`src/rtl/data_mem_ctrl.sv`:
```
// Word-organised data memory with byte/half/word load-store access, alignment and range
// checking, one-cycle response latency and a self-clearing INIT sweep after reset.
module data_mem_ctrl #(
  parameter int DEPTH  = 64,
  parameter int ADDR_W = 32
) (
  input  logic              clk,
  input  logic              rst_n,
  input  logic              req_valid,
  output logic              req_ready,
  input  logic              req_we,
  input  logic [1:0]        req_size,
  input  logic              req_unsigned,
  input  logic [ADDR_W-1:0] req_addr,
  input  logic [31:0]       req_wdata,
  output logic              rsp_valid,
  output logic [31:0]       rsp_rdata,
  output logic              rsp_err,
  output logic              init_done,
  output logic [7:0]        err_cnt
);

  localparam int AW = $clog2(DEPTH);

  typedef enum logic {
    ST_INIT,
    ST_RUN
  } state_e;

  typedef enum logic [1:0] {
    SZ_BYTE = 2'b00,
    SZ_HALF = 2'b01,
    SZ_WORD = 2'b10,
    SZ_ILL  = 2'b11
  } size_e;

  state_e         state_q, state_d;
  logic [AW-1:0]  clr_idx_q, clr_idx_d;
  logic           rsp_valid_q, rsp_valid_d;
  logic [31:0]    rsp_rdata_q, rsp_rdata_d;
  logic           rsp_err_q, rsp_err_d;
  logic [7:0]     err_cnt_q, err_cnt_d;

  logic [31:0]    mem [DEPTH];

  // Request decode
  logic           accept;
  logic [AW-1:0]  word_idx;
  logic [1:0]     offset;
  logic           out_of_range;
  logic           misaligned;
  logic           req_err;

  assign accept       = req_valid && (state_q == ST_RUN);
  assign word_idx     = req_addr[AW+1:2];
  assign offset       = req_addr[1:0];
  assign out_of_range = (req_addr >> 2) >= ADDR_W'(DEPTH);
  assign misaligned   = ((req_size == SZ_HALF) && offset[0]) ||
                        ((req_size == SZ_WORD) && (offset != 2'b00));
  assign req_err      = (req_size == SZ_ILL) || misaligned || out_of_range;

  // Load path: move the addressed lane(s) down to bit 0, then extend.
  logic [31:0] rd_word;
  logic [31:0] rd_shift;
  logic [31:0] load_data;

  assign rd_word  = mem[word_idx];
  assign rd_shift = rd_word >> {offset, 3'b000};

  // NOTE: every variable assigned in an always_comb gets a default first, so no path
  // leaves it unassigned and no latch is inferred.
  always_comb begin
    load_data = rd_word;
    case (req_size)
      SZ_BYTE: load_data = req_unsigned ? {24'h0, rd_shift[7:0]}
                                        : {{24{rd_shift[7]}}, rd_shift[7:0]};
      SZ_HALF: load_data = req_unsigned ? {16'h0, rd_shift[15:0]}
                                        : {{16{rd_shift[15]}}, rd_shift[15:0]};
      default: load_data = rd_word;
    endcase
  end

  // Write port is shared between the INIT clear sweep and accepted stores.
  logic          wr_en;
  logic [AW-1:0] wr_idx;
  logic [3:0]    wr_be;
  logic [31:0]   wr_data;

  always_comb begin
    wr_en   = 1'b0;
    wr_idx  = word_idx;
    wr_be   = 4'h0;
    wr_data = 32'h0;
    if (state_q == ST_INIT) begin
      wr_en  = 1'b1;
      wr_idx = clr_idx_q;
      wr_be  = 4'hF;
    end else if (accept && req_we && !req_err) begin
      wr_en = 1'b1;
      case (req_size)
        SZ_BYTE: begin
          wr_be   = 4'b0001 << offset;
          wr_data = {4{req_wdata[7:0]}};
        end
        SZ_HALF: begin
          wr_be   = 4'b0011 << offset;
          wr_data = {2{req_wdata[15:0]}};
        end
        default: begin
          wr_be   = 4'hF;
          wr_data = req_wdata;
        end
      endcase
    end
  end

  // NOTE: the array has no reset; clearing it is the job of the INIT sweep, which keeps
  // the storage mappable onto plain RAM without a reset network.
  always_ff @(posedge clk) begin
    if (wr_en) begin
      for (int b = 0; b < 4; b++) begin
        if (wr_be[b]) mem[wr_idx][8*b +: 8] <= wr_data[8*b +: 8];
      end
    end
  end

  // Next-state and response logic
  always_comb begin
    state_d     = state_q;
    clr_idx_d   = clr_idx_q;
    err_cnt_d   = err_cnt_q;
    rsp_valid_d = accept;
    rsp_rdata_d = 32'h0;
    rsp_err_d   = 1'b0;

    if (state_q == ST_INIT) begin
      if (clr_idx_q == AW'(DEPTH - 1)) begin
        state_d   = ST_RUN;
        clr_idx_d = '0;
      end else begin
        clr_idx_d = clr_idx_q + AW'(1);
      end
    end

    if (accept) begin
      if (req_err) begin
        rsp_err_d = 1'b1;
        if (err_cnt_q != 8'hFF) err_cnt_d = err_cnt_q + 8'd1;
      end else if (!req_we) begin
        rsp_rdata_d = load_data;
      end
    end
  end

  // NOTE: sequential state uses non-blocking assignments so every flop samples the
  // values from before the edge, independent of statement order.
  always_ff @(posedge clk or negedge rst_n) begin
    if (!rst_n) begin
      state_q     <= ST_INIT;
      clr_idx_q   <= '0;
      rsp_valid_q <= 1'b0;
      rsp_rdata_q <= 32'h0;
      rsp_err_q   <= 1'b0;
      err_cnt_q   <= 8'h0;
    end else begin
      state_q     <= state_d;
      clr_idx_q   <= clr_idx_d;
      rsp_valid_q <= rsp_valid_d;
      rsp_rdata_q <= rsp_rdata_d;
      rsp_err_q   <= rsp_err_d;
      err_cnt_q   <= err_cnt_d;
    end
  end

  assign req_ready = (state_q == ST_RUN);
  assign init_done = (state_q == ST_RUN);
  assign rsp_valid = rsp_valid_q;
  assign rsp_rdata = rsp_rdata_q;
  assign rsp_err   = rsp_err_q;
  assign err_cnt   = err_cnt_q;

endmodule

```
`config.mk`:
```
export PLATFORM = sky130hd
export DESIGN_NAME = data_mem_ctrl
export DESIGN_NICKNAME = d
export VERILOG_FILES = /design/src/rtl/data_mem_ctrl.sv
export SDC_FILE = /design/constraint.sdc
export NUM_CORES = 2
export LEC_CHECK = 0
export BUFFER_PORTS_ARGS = -buffer_cell sky130_fd_sc_hd__clkbuf_2
export CAP_MARGIN = 20
export CELL_PAD_IN_SITES_DETAIL_PLACEMENT = 1
export CELL_PAD_IN_SITES_GLOBAL_PLACEMENT = 1
export CORE_MARGIN = 2
export CORE_UTILIZATION = 50
export DETAILED_ROUTE_END_ITERATION = 16
export PLACE_DENSITY_LB_ADDON = 0.1
export SYNTH_ARGS = -nofsm -noshare
export SYNTH_HDL_FRONTEND = slang
export SYNTH_SLANG_ARGS = --single-unit
```
`constraint.sdc`:
```
create_clock -name clk -period 5 [get_ports clk]
set_clock_uncertainty 0.05 [all_clocks]
set_input_delay 1 -clock clk [delete_from_list [all_inputs] [get_ports clk]]
set_output_delay 1 -clock clk [all_outputs]
set_load 0.02 [all_outputs]
```
==> flow_summary.toml <==
[setup_path]
endpoint_kind = "flip-flop"
critPathBufInv = 5
cp-start-kind = "primary input"
crit_path_top_delay_cell = "o311ai_4"
criticalPathCategory = "in -> reg"
cpMostUsedCell = "buf_4"
slowest_delay_ps = 600
cp_cell_sequence = "buf_8 > buf_12 > buf_4 > mux4_2 > nand2_1 > nand4_1 > a32oi_1 > buf_4 > nor2_1 > a22o_1 > o311ai_4 > buf_4 > o21ai_0"
worstPathMaxFanout = 37
crit_required_ps = 5640
crit_family = "compound AO/OA/AOI/OAI gates"
worstPathArrival_ps = 4740

[power_and_ir_drop]
vdd_drop_max_mv = 0.3722
power_mw = 35.51
p_leak_nw = 26.36
powerDensity_mw_per_mm2 = 373.9

[outcome]
status = "finished, final reports clean"

[floorplan]
coreArea_mm2 = 0.1631
start_util_pct = 50.43
num_io_pins = 115
dieArea_mm2 = 0.1678
die_w_um = 409.6
rows = 148
die_y_um = 409.6

[timing]
whs_ps = 235.7
maxSlewViolCount = 0
finalSetupTns_ps = 0
period_needed_ps = 4093
clock.fmax_mhz = 244.3
slew-limit-headroom_pct = 27.88
timing.final.ws_setup_ps = 907.4
fin_crit_sh_pct = 81.85
grt_setup_unrepaired = "no"
setup_viol = 0
final_hold_viol_count = 0
worstMarginPinSlew_ps = 1080

[global_route]
antenna_found_initial = 8
grt_pass1_wl_um = 335800
overflow = 0
grt_max_degree = 104
grt_pass1_vias = 43280
grt_use_total_pct = 28.72

[clock_tree]
cts_hold_buf = 0
clock-root-buffer = "clkbuf_16"
clk_latency_ps = 850
cts_tree = "done"
clockBufferDepth = 3
clock-sinks = 2097
post_cts_buffers = 0
cts_made_buffers = 213
cts-htree-levels = 4
clk_pin_slew_ps = 60
ctsResizeCount = 0

[routing]
wire_per_inst_um = 35.48
vias_per_cell = 6.287
drt-initial-drc-count = 5151
postRouteAntennaNets = 0
vias = 41950
routed_wl_um = 236700
drt_first_pass_iters = 6
drc_errors = 0

[finish]
area_growth_syn_to_layout_pct = 15.44
drive_above_1_share_pct = 33.63
instances_no_fill = 6672
design_area_mm2 = 0.09498
final_core_util_pct = 58.22
layout.nets = 4389

[synth]
netlist_instances = 3781
syn_nets = 3854
yosys.area_share.simple_pct = 2.870
ys_top_cells_by_area = "edfxtp_1 (75%), mux4_2 (17%), nor2_1 (1.5%)"
netlist_area_mm2 = 0.08227
seq_area_frac_synth_pct = 76.24
synthTopCellsByCount = "edfxtp_1 (2048), mux4_2 (613), nor2_1 (334), nand2_1 (131), clkbuf_1 (95)"
yosysWarnings = 0
synth.mux.area_fraction_pct = 17.55
syn_avg_cell_area_um2 = 21.76
synth_ff_type = "edfxtp_1"
yosysMostFrequentCell = "edfxtp_1"
ys_types = 63
synth_edf_count = 2048
yosys.area.top_type = "edfxtp_1"
synth_xor_area_share_pct = 0.1065
yosys_register_bits = 2097
synth_compound_area_share_pct = 1.715
synth_fa_ha_area_share_pct = 0.03042
yosysTopAreaCellShare_pct = 74.75
synth_top_family_by_area = "multiplexers"
async_flop_share_pct = 2.337

[placed_design]
place_inst = 6276
place_congestion = 0.9091
post-place-ws_ps = 85.55
placedInstanceArea_mm2 = 0.08821
dpl.hpwl_um = 155500
portBuffers = 114

[job]
maxCapViolations = 0

[hold_path]
worstHoldPathType = "in -> async"
==> area by class of cell <==
cell class / count / area (um2)
Multi-Input combinational cell: 1456 / 18560
Tap cell: 2175 / 2721
Sequential cell: 2097 / 62730
Timing Repair Buffer: 536 / 4158
Inverter: 12 / 50.05
Antenna cell: 1 / 2.502
Clock inverter: 139 / 1180
Clock buffer: 256 / 5584
Fill cell: 13670 / 68160
==> cells by family after synthesis <==
logic type | count (synthesis)
AOI/OAI and AO/OA | 202
xor gates and xnor gates | 10
adders and majority gates | 2
buffers and inverters | 228
DFF | 2097
muxes | 675
and+or+nand+nor | 567
==> registers in the layout (all words and copies together), names as in the netlist <==
name / cells
rsp_err: 1
init_done: 1
clr_idx_q: 6
rsp_valid: 1
mem: 2048
err_cnt: 8
rsp_rdata: 32
==> routing by layer <==
layer | part of all wire, % | vias to the layer above | global-route usage (%)
met1 | 41 | 22770 | 41.92
met4 | 3.2 | 2 | 9.058
met2 | 46 | 1975 | 43.04
met5 | 0.0046 | - | 0
met3 | 9.4 | 339 | 7.135
li1 | - | 16870 | -
==> worst reg2reg max path: cells and delay by family, from the launching register on <==
family                 cells  cell delay [ps]
buffers and inverters      2              690
and+or+nand+nor            5             1900
AOI/OAI and AO/OA          1              210
DFF                        1              520
==> final timing paths <==
path                       depth (start not counted)             to  slack, ps        start
min reg2reg                                        1     err_cnt[6]        460   err_cnt[6]
max reg2reg                                        8    mem[28][22]       1320    init_done
min                                                2      rsp_valid        240        rst_n
min in group clk                                   1     err_cnt[6]        460   err_cnt[6]
max                                               13  rsp_rdata[18]        910  req_addr[2]
max in group asynchronous                          2  rsp_rdata[17]       4160        rst_n
==> power breakdown <==
group	leakage, nW	internal (mW)	switching (mW)	total (mW)
Clock	3.32	8.89	6.68	15.6
Combinational	8.10	0.363	0.590	0.954
Sequential	14.9	19.0	0	19.0
Total	26.4	28.2	7.27	35.5
==> cell usage in the layout (no fill, tap or decap), drive strengths merged, types with 10 or more instances in the layout <==
cell,count
a21oi,46
mux2i,50
nand3,19
nor2b,15
nor3,13
and3,10
a22oi,18
mux2,12
nor2,334
clkbuf,364
and2,12
a221oi,11
a31oi,12
a22o,27
inv,20
edfxtp,2048
bufinv,19
o22ai,12
o21ai,32
nand2,131
dfrtp,49
clkinv,106
buf,428
o221ai,10
mux4,613
(Power assumes the default switching activity.)
